==> config.mk <==
export PLATFORM = sky130hd
export DESIGN_NAME = f_measure_seq_flat
export DESIGN_NICKNAME = d
export VERILOG_FILES = /design/src/rtl/f_measure_seq_if.sv /design/src/rtl/f_measure_seq.sv /design/src/flat_wrapper.sv
export SDC_FILE = /design/constraint.sdc
export NUM_CORES = 1
export LEC_CHECK = 0
export BUFFER_PORTS_ARGS = -buffer_cell sky130_fd_sc_hd__buf_2
export CELL_PAD_IN_SITES_DETAIL_PLACEMENT = 1
export CELL_PAD_IN_SITES_GLOBAL_PLACEMENT = 2
export CORE_MARGIN = 2
export CORE_UTILIZATION = 34
export CTS_CLUSTER_SIZE = 40
export DETAILED_ROUTE_END_ITERATION = 6
export GPL_TIMING_DRIVEN = 1
export HOLD_SLACK_MARGIN = 0.02
export PLACE_DENSITY_LB_ADDON = 0.1
export SETUP_SLACK_MARGIN = 0.5
export SYNTH_ARGS = -nofsm -noshare
export SYNTH_HDL_FRONTEND = slang
export SYNTH_SLANG_ARGS = --single-unit
==> constraint.sdc <==
create_clock -name clk -period 4.4 [get_ports clk]
set_clock_uncertainty 0.05 [all_clocks]
set_input_delay 0.44 -clock clk [delete_from_list [all_inputs] [get_ports clk]]
set_output_delay 0.44 -clock clk [all_outputs]
set_load 0.01 [all_outputs]
==> src/rtl/f_measure_seq_if.sv <==
// Control, datapath and result signals between the measurement sequencer and its neighbours.
// The sequencer takes the slave side; the datapath/consumer model takes the master side.
interface f_measure_seq_if;
    logic        start;
    logic        cont;
    logic        cnt_busy;
    logic [30:0] m_cnt;
    logic [26:0] n_cnt;
    logic        cnt_clr;
    logic        gate_req;
    logic        div_sel;
    logic        busy;
    logic        result_valid;
    logic        result_ack;
    logic [30:0] m_out;
    logic [26:0] n_out;
    logic        no_signal;
    logic        overflow;

    modport master (
        output start, cont, cnt_busy, m_cnt, n_cnt, result_ack,
        input  cnt_clr, gate_req, div_sel, busy, result_valid, m_out, n_out, no_signal, overflow
    );

    modport slave (
        input  start, cont, cnt_busy, m_cnt, n_cnt, result_ack,
        output cnt_clr, gate_req, div_sel, busy, result_valid, m_out, n_out, no_signal, overflow
    );
endinterface

==> src/rtl/f_measure_seq.sv <==
// Frequency-meter measurement sequencer: gate control, dead-input timeout, auto-ranging
// between direct and /16 paths, and a valid/ack result register.
module f_measure_seq #(
    parameter int unsigned GATE_CYCLES    = 50_000_000,
    parameter int unsigned TIMEOUT_CYCLES = 100_000_000,
    parameter int unsigned M_HIGH         = 10_000_000,
    parameter int unsigned M_LOW          = 500_000
) (
    input  logic           clk,
    input  logic           rst,
    f_measure_seq_if.slave bus
);

    localparam int unsigned MAX_CYC = (GATE_CYCLES > TIMEOUT_CYCLES) ? GATE_CYCLES
                                                                     : TIMEOUT_CYCLES;
    localparam int unsigned TW = (MAX_CYC > 2) ? $clog2(MAX_CYC) : 1;
    localparam logic [TW-1:0] GATE_LAST = TW'(GATE_CYCLES - 1);
    localparam logic [TW-1:0] TO_LAST   = TW'(TIMEOUT_CYCLES - 1);
    localparam logic [30:0]   M_HIGH_W  = 31'(M_HIGH);
    localparam logic [30:0]   M_LOW_W   = 31'(M_LOW);

    typedef enum logic [2:0] {StIdle, StClear, StOpen, StClose, StLatch, StDone} state_t;

    state_t          r_state;
    logic            r_sync1;
    logic            r_busy_s;
    logic [TW-1:0]   r_gate_tmr;
    logic [TW-1:0]   r_to_tmr;
    logic            r_seen;
    logic            r_timeout;
    logic            r_cnt_clr;
    logic            r_gate_req;
    logic            r_div_sel;
    logic            r_busy;
    logic            r_valid;
    logic [30:0]     r_m_out;
    logic [26:0]     r_n_out;
    logic            r_no_signal;
    logic            r_overflow;

    logic            w_seen;
    logic            w_m_sat;
    logic [30:0]     w_m_scaled;

    assign w_seen     = r_seen | r_busy_s;
    assign w_m_sat    = |bus.m_cnt[30:27];
    assign w_m_scaled = {bus.m_cnt[26:0], 4'b0000};

    always_ff @(posedge clk) begin
        if (!rst) begin
            r_state     <= StIdle;
            r_sync1     <= 1'b0;
            r_busy_s    <= 1'b0;
            r_gate_tmr  <= '0;
            r_to_tmr    <= '0;
            r_seen      <= 1'b0;
            r_timeout   <= 1'b0;
            r_cnt_clr   <= 1'b0;
            r_gate_req  <= 1'b0;
            r_div_sel   <= 1'b0;
            r_busy      <= 1'b0;
            r_valid     <= 1'b0;
            r_m_out     <= '0;
            r_n_out     <= '0;
            r_no_signal <= 1'b0;
            r_overflow  <= 1'b0;
        end else begin
            r_sync1   <= bus.cnt_busy;
            r_busy_s  <= r_sync1;
            r_cnt_clr <= 1'b0;
            case (r_state)
                StIdle: begin
                    if (bus.start || bus.cont) begin
                        r_state   <= StClear;
                        r_cnt_clr <= 1'b1;
                        r_busy    <= 1'b1;
                    end
                end
                StClear: begin
                    r_gate_tmr <= '0;
                    r_to_tmr   <= '0;
                    r_seen     <= 1'b0;
                    r_timeout  <= 1'b0;
                    r_gate_req <= 1'b1;
                    r_state    <= StOpen;
                end
                StOpen: begin
                    // Gate timer parks at its last value so a late busy_s still hits the == test.
                    if (r_gate_tmr != GATE_LAST) r_gate_tmr <= r_gate_tmr + TW'(1);
                    if (!w_seen) r_to_tmr <= r_to_tmr + TW'(1);
                    r_seen <= w_seen;
                    if (!w_seen && r_to_tmr == TO_LAST) begin
                        r_timeout  <= 1'b1;
                        r_gate_req <= 1'b0;
                        r_state    <= StLatch;
                    end else if (w_seen && r_gate_tmr == GATE_LAST) begin
                        r_gate_req <= 1'b0;
                        r_to_tmr   <= '0;
                        r_state    <= StClose;
                    end
                end
                StClose: begin
                    if (!r_busy_s) begin
                        r_state <= StLatch;
                    end else if (r_to_tmr == TO_LAST) begin
                        r_timeout <= 1'b1;
                        r_state   <= StLatch;
                    end else begin
                        r_to_tmr <= r_to_tmr + TW'(1);
                    end
                end
                StLatch: begin
                    r_valid <= 1'b1;
                    r_state <= StDone;
                    if (r_timeout) begin
                        r_m_out     <= '0;
                        r_n_out     <= '0;
                        r_no_signal <= 1'b1;
                        r_overflow  <= 1'b0;
                        r_div_sel   <= 1'b0;
                    end else begin
                        r_n_out     <= bus.n_cnt;
                        r_no_signal <= 1'b0;
                        // Scaling follows the range this result was taken in; range moves after.
                        if (!r_div_sel) begin
                            r_m_out    <= bus.m_cnt;
                            r_overflow <= 1'b0;
                            if (bus.m_cnt >= M_HIGH_W) r_div_sel <= 1'b1;
                        end else begin
                            r_m_out    <= w_m_sat ? 31'h7FFF_FFFF : w_m_scaled;
                            r_overflow <= w_m_sat;
                            if (bus.m_cnt < M_LOW_W) r_div_sel <= 1'b0;
                        end
                    end
                end
                StDone: begin
                    if (bus.result_ack) begin
                        r_valid <= 1'b0;
                        if (bus.cont || bus.start) begin
                            r_state   <= StClear;
                            r_cnt_clr <= 1'b1;
                        end else begin
                            r_state <= StIdle;
                            r_busy  <= 1'b0;
                        end
                    end
                end
                default: r_state <= StIdle;
            endcase
        end
    end

    assign bus.cnt_clr      = r_cnt_clr;
    assign bus.gate_req     = r_gate_req;
    assign bus.div_sel      = r_div_sel;
    assign bus.busy         = r_busy;
    assign bus.result_valid = r_valid;
    assign bus.m_out        = r_m_out;
    assign bus.n_out        = r_n_out;
    assign bus.no_signal    = r_no_signal;
    assign bus.overflow     = r_overflow;

endmodule

==> src/flat_wrapper.sv <==
// flat-port wrapper written by rule: the top's interface ports become plain ports
module f_measure_seq_flat 
#(
    parameter int unsigned GATE_CYCLES    = 50_000_000,
    parameter int unsigned TIMEOUT_CYCLES = 100_000_000,
    parameter int unsigned M_HIGH         = 10_000_000,
    parameter int unsigned M_LOW          = 500_000
)
  (clk, rst, bus_start, bus_cont, bus_cnt_busy, bus_m_cnt, bus_n_cnt, bus_result_ack, bus_cnt_clr, bus_gate_req, bus_div_sel, bus_busy, bus_result_valid, bus_m_out, bus_n_out, bus_no_signal, bus_overflow);
  f_measure_seq_if bus_i ();
  input  logic clk;
  input  logic rst;
  input wire logic [$bits(bus_i.start)-1:0] bus_start;
  input wire logic [$bits(bus_i.cont)-1:0] bus_cont;
  input wire logic [$bits(bus_i.cnt_busy)-1:0] bus_cnt_busy;
  input wire logic [$bits(bus_i.m_cnt)-1:0] bus_m_cnt;
  input wire logic [$bits(bus_i.n_cnt)-1:0] bus_n_cnt;
  input wire logic [$bits(bus_i.result_ack)-1:0] bus_result_ack;
  output wire logic [$bits(bus_i.cnt_clr)-1:0] bus_cnt_clr;
  output wire logic [$bits(bus_i.gate_req)-1:0] bus_gate_req;
  output wire logic [$bits(bus_i.div_sel)-1:0] bus_div_sel;
  output wire logic [$bits(bus_i.busy)-1:0] bus_busy;
  output wire logic [$bits(bus_i.result_valid)-1:0] bus_result_valid;
  output wire logic [$bits(bus_i.m_out)-1:0] bus_m_out;
  output wire logic [$bits(bus_i.n_out)-1:0] bus_n_out;
  output wire logic [$bits(bus_i.no_signal)-1:0] bus_no_signal;
  output wire logic [$bits(bus_i.overflow)-1:0] bus_overflow;
  assign bus_i.start = bus_start;
  assign bus_i.cont = bus_cont;
  assign bus_i.cnt_busy = bus_cnt_busy;
  assign bus_i.m_cnt = bus_m_cnt;
  assign bus_i.n_cnt = bus_n_cnt;
  assign bus_i.result_ack = bus_result_ack;
  assign bus_cnt_clr = bus_i.cnt_clr;
  assign bus_gate_req = bus_i.gate_req;
  assign bus_div_sel = bus_i.div_sel;
  assign bus_busy = bus_i.busy;
  assign bus_result_valid = bus_i.result_valid;
  assign bus_m_out = bus_i.m_out;
  assign bus_n_out = bus_i.n_out;
  assign bus_no_signal = bus_i.no_signal;
  assign bus_overflow = bus_i.overflow;
  f_measure_seq #(.GATE_CYCLES(GATE_CYCLES), .TIMEOUT_CYCLES(TIMEOUT_CYCLES), .M_HIGH(M_HIGH), .M_LOW(M_LOW)) u_core (.clk(clk), .rst(rst), .bus(bus_i));
endmodule
==> metrics.md, run 1 <==
| Metric | Value |
|---|---|
| Total grt overflow | `0` |
| First-pass GRT wire length | `around 36 mm` |
| Area Overhead vs Synth | `19.8%` |
| Max-cap violations | `0` |
| Setup TNS | `0 ns` |
| Worst-Margin Slew | `1.30 ns` |
| Max Fclk | `0.376 GHz` |
| YS warnings | `0` |
| Worst VDD drop | `0.000298 V` |
| Die area | `0.0202 sq mm` |
| Antenna-violating nets left | `0` |
| Hold_buf cts | `0` |
| CTS H-tree lvls | `4` |
| FF-to-FF path depth | `4` |
| Pwr Density | `458 mW/mm^2` |
| Synth Flop Type | `dfxtp_1` |
| Clock-pin slew on the worst setup and hold paths | `0.06 ns` |
| Crit path capture type | `register` |
| Num CTS Buffers | `17` |
| Dominant delay contributor by cell family on the critical path | `simple AND/OR/NAND/NOR gates` |
| Worst EP required | `4.66 ns` |
| Crit-path cells | `nand2b_1 > or2_2 > nand2_1 > o21ba_2` |
| Number of enable flip-flop cells after synthesis | `0` |
| Post-DP HPWL | `14.9 mm` |
| Final hold slack | `0.207 ns` |
| Hold path endpoint | `u_core.r_sync1$_SDFF_PN0_` |
| Final #Nets | `990` |
| Avg WL per Cell | `18.3 um` |
| Hold Crit Class | `input port to register` |
| Flop2flop setup slack | `1.74 ns` |
| Metal-1 WL | `between 9 and 10 mm` |
| Critical path class | `register to register` |
| Yosys reg bits | `~130` |
| Iteration-0 DRC count of the detailed router | `355` |
| Proportion of layout cells with a drive suffix above 1 | `0.205` |
| Top routing layer used | `met5` |
| Mapped Nets | `898` |
| Cells after synthesis | `832` |
| Via count | `between 6000 and 7000` |
| Clock tree buffer depth | `2` |
| Leading cell type in the layout, fill and taps excluded | `nor2_1` |
| Final Hold Viols | `0` |
| Max incr delay on CP | `0.76 ns` |
| Met3 WL post-DR | `1.24 mm` |
| Max-Slew Margin vs Limit | `0.136` |
| CP max FO | `26` |
| I/O pins | `129` |
| CP Launch Point | `u_core.r_state[0]$_SDFFE_PN0P_` |
| Clk_lat worst skew | `roughly 0.42 ns` |
| Period utilization | `0.605` |
| Final WL | `21.4 mm` |
| Largest net degree at the start of global routing | `59` |
| IO buf count | `128` |
| Clock tree sinks | `126` |
| Root Driver | `clkbuf_16` |
| Number of global-route vias before repair | `7000` |
| Slew Viols, Final | `0` |
| Die H | `142 um` |
| Avg Cell Area, Syn | `slightly below 8 sq um` |
| Vias per cell | `5.66` |
| WP buf/inv | `0` |
| FP Rows | `50` |
| Met2 Wirelength | `10.6 mm` |
| HP Start | `bus_cnt_busy` |
| DRT Pass-1 Iters | `5` |
| Total power | `approximately 0.0036 W` |
| Fin util | `0.416` |
| Final min period | `2.66 ns` |
| Asr flop ratio synth | `0` |
| Register area share after synthesis | `0.389` |
| CP Data Arrival Time | `2.92 ns` |
| Most frequent cells in the layout | `nor2_1 (130), buf_2 (128), dfxtp_1 (126), a21oi_1 (92), nand2_1 (82)` |
| Initial antenna violation count | `4` |
| Slowest-stage cell, CP | `nand2_1` |
| Core outline area | `0.0187 sq mm` |
| FF-to-FF End | `u_core.r_timeout$_SDFFE_PN0P_` |
| Final setup vio count | `0` |
| Status | `finished clean` |
| Reg-to-Reg Start | `u_core.r_state[0]$_SDFFE_PN0P_` |
| Synthesized area | `between 0.006 and 0.007 sq mm` |
| Drt drc | `0` |
| Setup repair bufs after CTS | `0` |
| Static Leak | `2.84 nW` |
| Synth unique cells | `69` |
| Post-cts sizing count | `0` |
| WHS Path Cells | `2` |
| CTS tree | `built` |
| Final Wtd Congestion | `~0.8` |
| Levels on crit path | `4` |
| Crit path launch type | `register` |
| RSZ-0062 raised after global routing | `false` |
| Die width | `142 um` |
| Initial Util | `0.347` |
| GR Util All Layers | `0.220` |
cells in the mapped netlist (15+ instances only):
master / n / area (sq um)
clkbuf_1: 44 / 165
nand4_1: 15 / 93.8
a211oi_1: 16 / 120
nand3b_1: 29 / 218
xnor2_1: 22 / 193
nor4_1: 35 / 219
dfxtp_1: 126 / 2520
nand3_1: 31 / 155
o21ai_0: 27 / 135
nand2_1: 82 / 308
a21oi_1: 92 / 460
nor2_1: 131 / 492
logic make-up after synthesis:
logic type | count (synthesis) | synth area share
AND/OR/NAND/NOR | 402 | 0.322
AO/OA/AOI/OAI | 207 | 0.206
flip-flops | 126 | 0.389
buffers and inverters | 71 | 0.0466
XOR/XNOR | 24 | 0.0324
adder cells (fa/ha/maj) | 2 | 0.00385
cell type report:
cell class / instances / area [sq um]
clock inverters: 15 / 139
diodes: 1 / 2.50
clock buffers: 17 / 425
fillers: 2275 / 10900
flip-flops and latches: 126 / 2520
multi-input cells: 635 / 3670
inverters: 10 / 37.5
repair buffers: 134 / 686
well taps: 234 / 293
layer usage:
layer / track usage / up-vias
met4: 0.0579 / 4
met5: 0 / -
met2: 0.380 / 148
met1: 0.268 / 3252
met3: 0.0673 / 16
li1: - / 3211
report_power, final:
| group | switching, W | internal, W | total [W] | leakage (nW) |
|---|---|---|---|---|
| combinational | 0.000609 | 0.000283 | 0.000893 | 1.55 |
| sequential | 0.0000953 | 0.00120 | 0.00130 | 1.02 |
| clock | 0.000618 | 0.000750 | 0.00137 | 0.274 |
| total | 0.00132 | 0.00224 | 0.00356 | 2.84 |
registers in the layout, indices dropped and copies added (netlist names):
register / cells
u_core.bus.overflow: 1
u_core.bus.div_sel: 1
u_core.r_timeout: 1
u_core.r_gate_tmr: 27
u_core.bus.cnt_clr: 1
u_core.r_to_tmr: 27
u_core.r_seen: 1
u_core.bus.gate_req: 1
u_core.bus.result_valid: 1
u_core.bus.busy: 1
u_core.r_busy_s: 1
u_core.bus.m_out: 31
u_core.bus.no_signal: 1
u_core.r_state: 3
u_core.bus.n_out: 27
u_core.r_sync1: 1
worst reg2reg max path, cell delays in order, from the launching register on:
cell and delay [ns]:
dfxtp_1 0.75, nand2b_1 0.20, or2_2 0.52, nand2_1 0.76, o21ba_2 0.26
stage by stage:
step                      instances  setup slack [ns]  cell area [sq um]
after floorplan                 832              2.21               6490
after global placement         1139              1.79               7210
after detailed placement       1139              1.73               7210
after CTS                      1171              1.71               7770
after global routing           1171              1.42               7770
final                          1172              1.74               7780
worst max path at each step:
stage	slack, ns	to
after floorplan	2.21	u_core.r_to_tmr[22]$_SDFFE_PN0P_
after global placement	1.79	u_core.bus.overflow$_SDFFE_PN0P_
after detailed placement	1.73	u_core.r_timeout$_SDFFE_PN0P_
after CTS	1.71	u_core.r_timeout$_SDFFE_PN0P_
after global routing	1.42	u_core.bus.m_out[22]$_SDFFE_PN0P_
final	1.74	u_core.r_timeout$_SDFFE_PN0P_
Note: power is estimated with default switching activity, not from simulation.
==> inputs of run 2 (changes only) <==
Settings changed: CORE_UTILIZATION 34 to 32.
Clock period 4.4 ns to 2.7 ns, I/O delays scaled along.
==> metrics.md, run 2 (synthesized netlist as in run 1, its figures left out) <==
| Metric | Value |
|---|---|
| Clock tree buffer depth | `2 (unchanged)` |
| Setup TNS | `0 ns (unchanged)` |
| DRT Pass-1 Iters | `4 (was 5)` |
| Clk_lat worst skew | `0.42 ns (about the same)` |
| RSZ-0062 raised after global routing | `true (was false)` |
| Die area | `0.0214 sq mm (was 0.0202 sq mm)` |
| Hold_buf cts | `0 (unchanged)` |
| Clock tree sinks | `126 (unchanged)` |
| Fin area | `0.00826 sq mm (was 0.00778 sq mm)` |
| Reg-to-Reg Start | `u_core.r_to_tmr[0]$_SDFFE_PN0P_ (was u_core.r_state[0]$_SDFFE_PN0P_)` |
| Period utilization | `0.791 (was 0.605)` |
| First-pass GRT wire length | `36.2 mm (was 35.9 mm)` |
| FP Rows | `52 (was 50)` |
| FF-to-FF path depth | `9 (was 4)` |
| Max-cap violations | `0 (unchanged)` |
| Worst-Margin Slew | `0.856 ns (was 1.30 ns)` |
| Crit path capture type | `register (unchanged)` |
| CP max FO | `7 (was 26)` |
| Slew Viols, Final | `0 (unchanged)` |
| CP Data Arrival Time | `2.43 ns (was 2.92 ns)` |
| Layout Cells excl Fill | `1240 (was 1172)` |
| Root Driver | `clkbuf_16 (unchanged)` |
| Critical path class | `register to register (unchanged)` |
| Drt drc | `0 (unchanged)` |
| Flop2flop setup slack | `0.56 ns (was 1.74 ns)` |
| Final Hold Viols | `0 (unchanged)` |
| Final setup vio count | `0 (unchanged)` |
| Avg WL per Cell | `18.2 um (was 18.3 um)` |
| Largest net degree at the start of global routing | `42 (was 59)` |
| Status | `finished clean (unchanged)` |
| Final Wtd Congestion | `0.840 (was 0.824)` |
| Die H | `146 um (was 142 um)` |
| Worst EP required | `2.99 ns (was 4.66 ns)` |
| Final min period | `2.14 ns (was 2.66 ns)` |
| Max Fclk | `0.468 GHz (was 0.376 GHz)` |
| Post-DP HPWL | `15.7 mm (was 14.9 mm)` |
| Worst VDD drop | `0.000490 V (was 0.000298 V)` |
| Via count | `6704 (was 6631)` |
| Most frequent cells in the layout | `nor2_1 (128), buf_2 (128), dfxtp_1 (118), a21oi_1 (92), nand2_1 (81) (was nor2_1 (130), buf_2 (128), dfxtp_1 (126), a21oi_1 (92), nand2_1 (82))` |
| Hold Crit Class | `input port to register (unchanged)` |
| Area Overhead vs Synth | `27.3% (was 19.8%)` |
| Max-Slew Margin vs Limit | `0.428 (was 0.136)` |
| Clock-pin slew on the worst setup and hold paths | `0.06 ns (about the same)` |
| Die width | `146 um (was 142 um)` |
| Static Leak | `3.03 nW (was 2.84 nW)` |
| Hold path endpoint | `u_core.r_sync1$_SDFF_PN0_ (unchanged)` |
| Num CTS Buffers | `17 (unchanged)` |
| CTS H-tree lvls | `4 (unchanged)` |
| Final #Nets | `1021 (was 990)` |
| Max reg flops | `31 (unchanged)` |
| Total grt overflow | `0 (unchanged)` |
| FF-to-FF End | `u_core.r_to_tmr[23]$_SDFFE_PN0P_ (was u_core.r_timeout$_SDFFE_PN0P_)` |
| GR Util All Layers | `0.209 (was 0.220)` |
| Placed insts | `1196 (was 1139)` |
| Initial antenna violation count | `3 (was 4)` |
| CTS tree | `built (unchanged)` |
| Vias per cell | `5.41 (was 5.66)` |
| Final WL | `22.5 mm (was 21.4 mm)` |
| Antenna-violating nets left | `0 (unchanged)` |
| Initial Util | `0.324 (was 0.347)` |
| Crit path launch type | `register (unchanged)` |
| I/O pins | `129 (unchanged)` |
| Number of global-route vias before repair | `6977 (was 7000)` |
| WHS Path Cells | `2 (unchanged)` |
| Core outline area | `0.0200 sq mm (was 0.0187 sq mm)` |
| IO buf count | `128 (unchanged)` |
| Proportion of layout cells with a drive suffix above 1 | `0.260 (was 0.205)` |
| DP Area | `0.00741 sq mm (was 0.00721 sq mm)` |
| Iteration-0 DRC count of the detailed router | `311 (was 355)` |
| Pwr Density | `754 mW/mm^2 (was 458 mW/mm^2)` |
| HP Start | `bus_cnt_busy (unchanged)` |
## run 2: cell count changes in the layout (fill, tap and decap cells not counted), moves of 3 or more
cell / change
dfxtp_1: -8
buf_4: +30
a2111oi_2: +3
inv_8: -4
bufinv_16: +3
clkinv_4: +5
dfxtp_2: +6
inv_6: -5
## run 2: how the worst max path moves through the flow
stage / to / startpoint / slack, ns
3_3_place_gp: u_core.r_to_tmr[22]$_SDFFE_PN0P_ / u_core.r_to_tmr[0]$_SDFFE_PN0P_ / 0.37
6_report: u_core.r_to_tmr[23]$_SDFFE_PN0P_ / u_core.r_to_tmr[0]$_SDFFE_PN0P_ / 0.56
5_1_grt: u_core.r_gate_tmr[11]$_SDFFE_PN0P_ / u_core.r_state[1]$_SDFFE_PN0P_ / 0.45
2_1_floorplan: u_core.r_to_tmr[22]$_SDFFE_PN0P_ / u_core.r_to_tmr[0]$_SDFFE_PN0P_ / 0.51
3_5_place_dp: u_core.r_to_tmr[22]$_SDFFE_PN0P_ / u_core.r_to_tmr[0]$_SDFFE_PN0P_ / 0.29
4_1_cts: u_core.r_to_tmr[22]$_SDFFE_PN0P_ / u_core.r_to_tmr[1]$_SDFFE_PN0P_ / 0.48
## run 2: what timing repair did
action / CTS / global route
endpoints found under the hold margin: 0 / 0
endpoints found under the setup margin: 32 / 48
buffers inserted: 5 / 4
pin swaps: 3 / 9
gates cloned: 0 / 1
gates resized for setup: 10 / 31
## run 2: metrics by stage
step / setup slack (ns) / util / power, W / hold WS, ns
final: 0.564 / 0.412 / 0.00623 / 0.0366
after detailed placement: 0.291 / 0.370 / 0.00369 / 0.376
after CTS: 0.485 / 0.405 / 0.00619 / 0.0265
after global placement: 0.369 / 0.370 / 0.00367 / 0.381
after global routing: 0.455 / 0.412 / 0.00657 / 0.0285
after floorplan: 0.507 / - / 0.00317 / 0.347
## run 2: cell type report
class | instances | area (sq um)
clock inverters | 14 | 184
multi-input cells | 636 | 3810
fillers | 2511 | 11800
well taps | 270 | 338
inverters | 10 | 37.5
flip-flops and latches | 126 | 2540
clock buffers | 18 | 439
diodes | 2 | 5.00
repair buffers | 164 | 911
## run 2: per-layer routing
metal / global-route usage / wire length [um]
met1: 0.261 / 10100
met2: 0.351 / 10800
met3: 0.0619 / 1220
met4: 0.0597 / 388
met5: 0 / 12
## run 2: worst max-delay path: stages, from the launching register on
cell      delay [ns]
dfxtp_4         0.36
ha_4            0.17
and3_4          0.21
nand4_1         0.10
buf_4           0.16
o2111a_1        0.24
nor2_1          0.06
buf_4           0.16
or4_1           0.46
o21ai_0         0.08
## run 2: power by group
group / internal, W / switching (W) / leakage (nW) / total (W)
Clock: 0.00149 / 0.000947 / 0.298 / 0.00244
Sequential: 0.00197 / 0.000135 / 1.02 / 0.00210
Combinational: 0.000581 / 0.00111 / 1.71 / 0.00169
Total: 0.00404 / 0.00219 / 3.03 / 0.00623
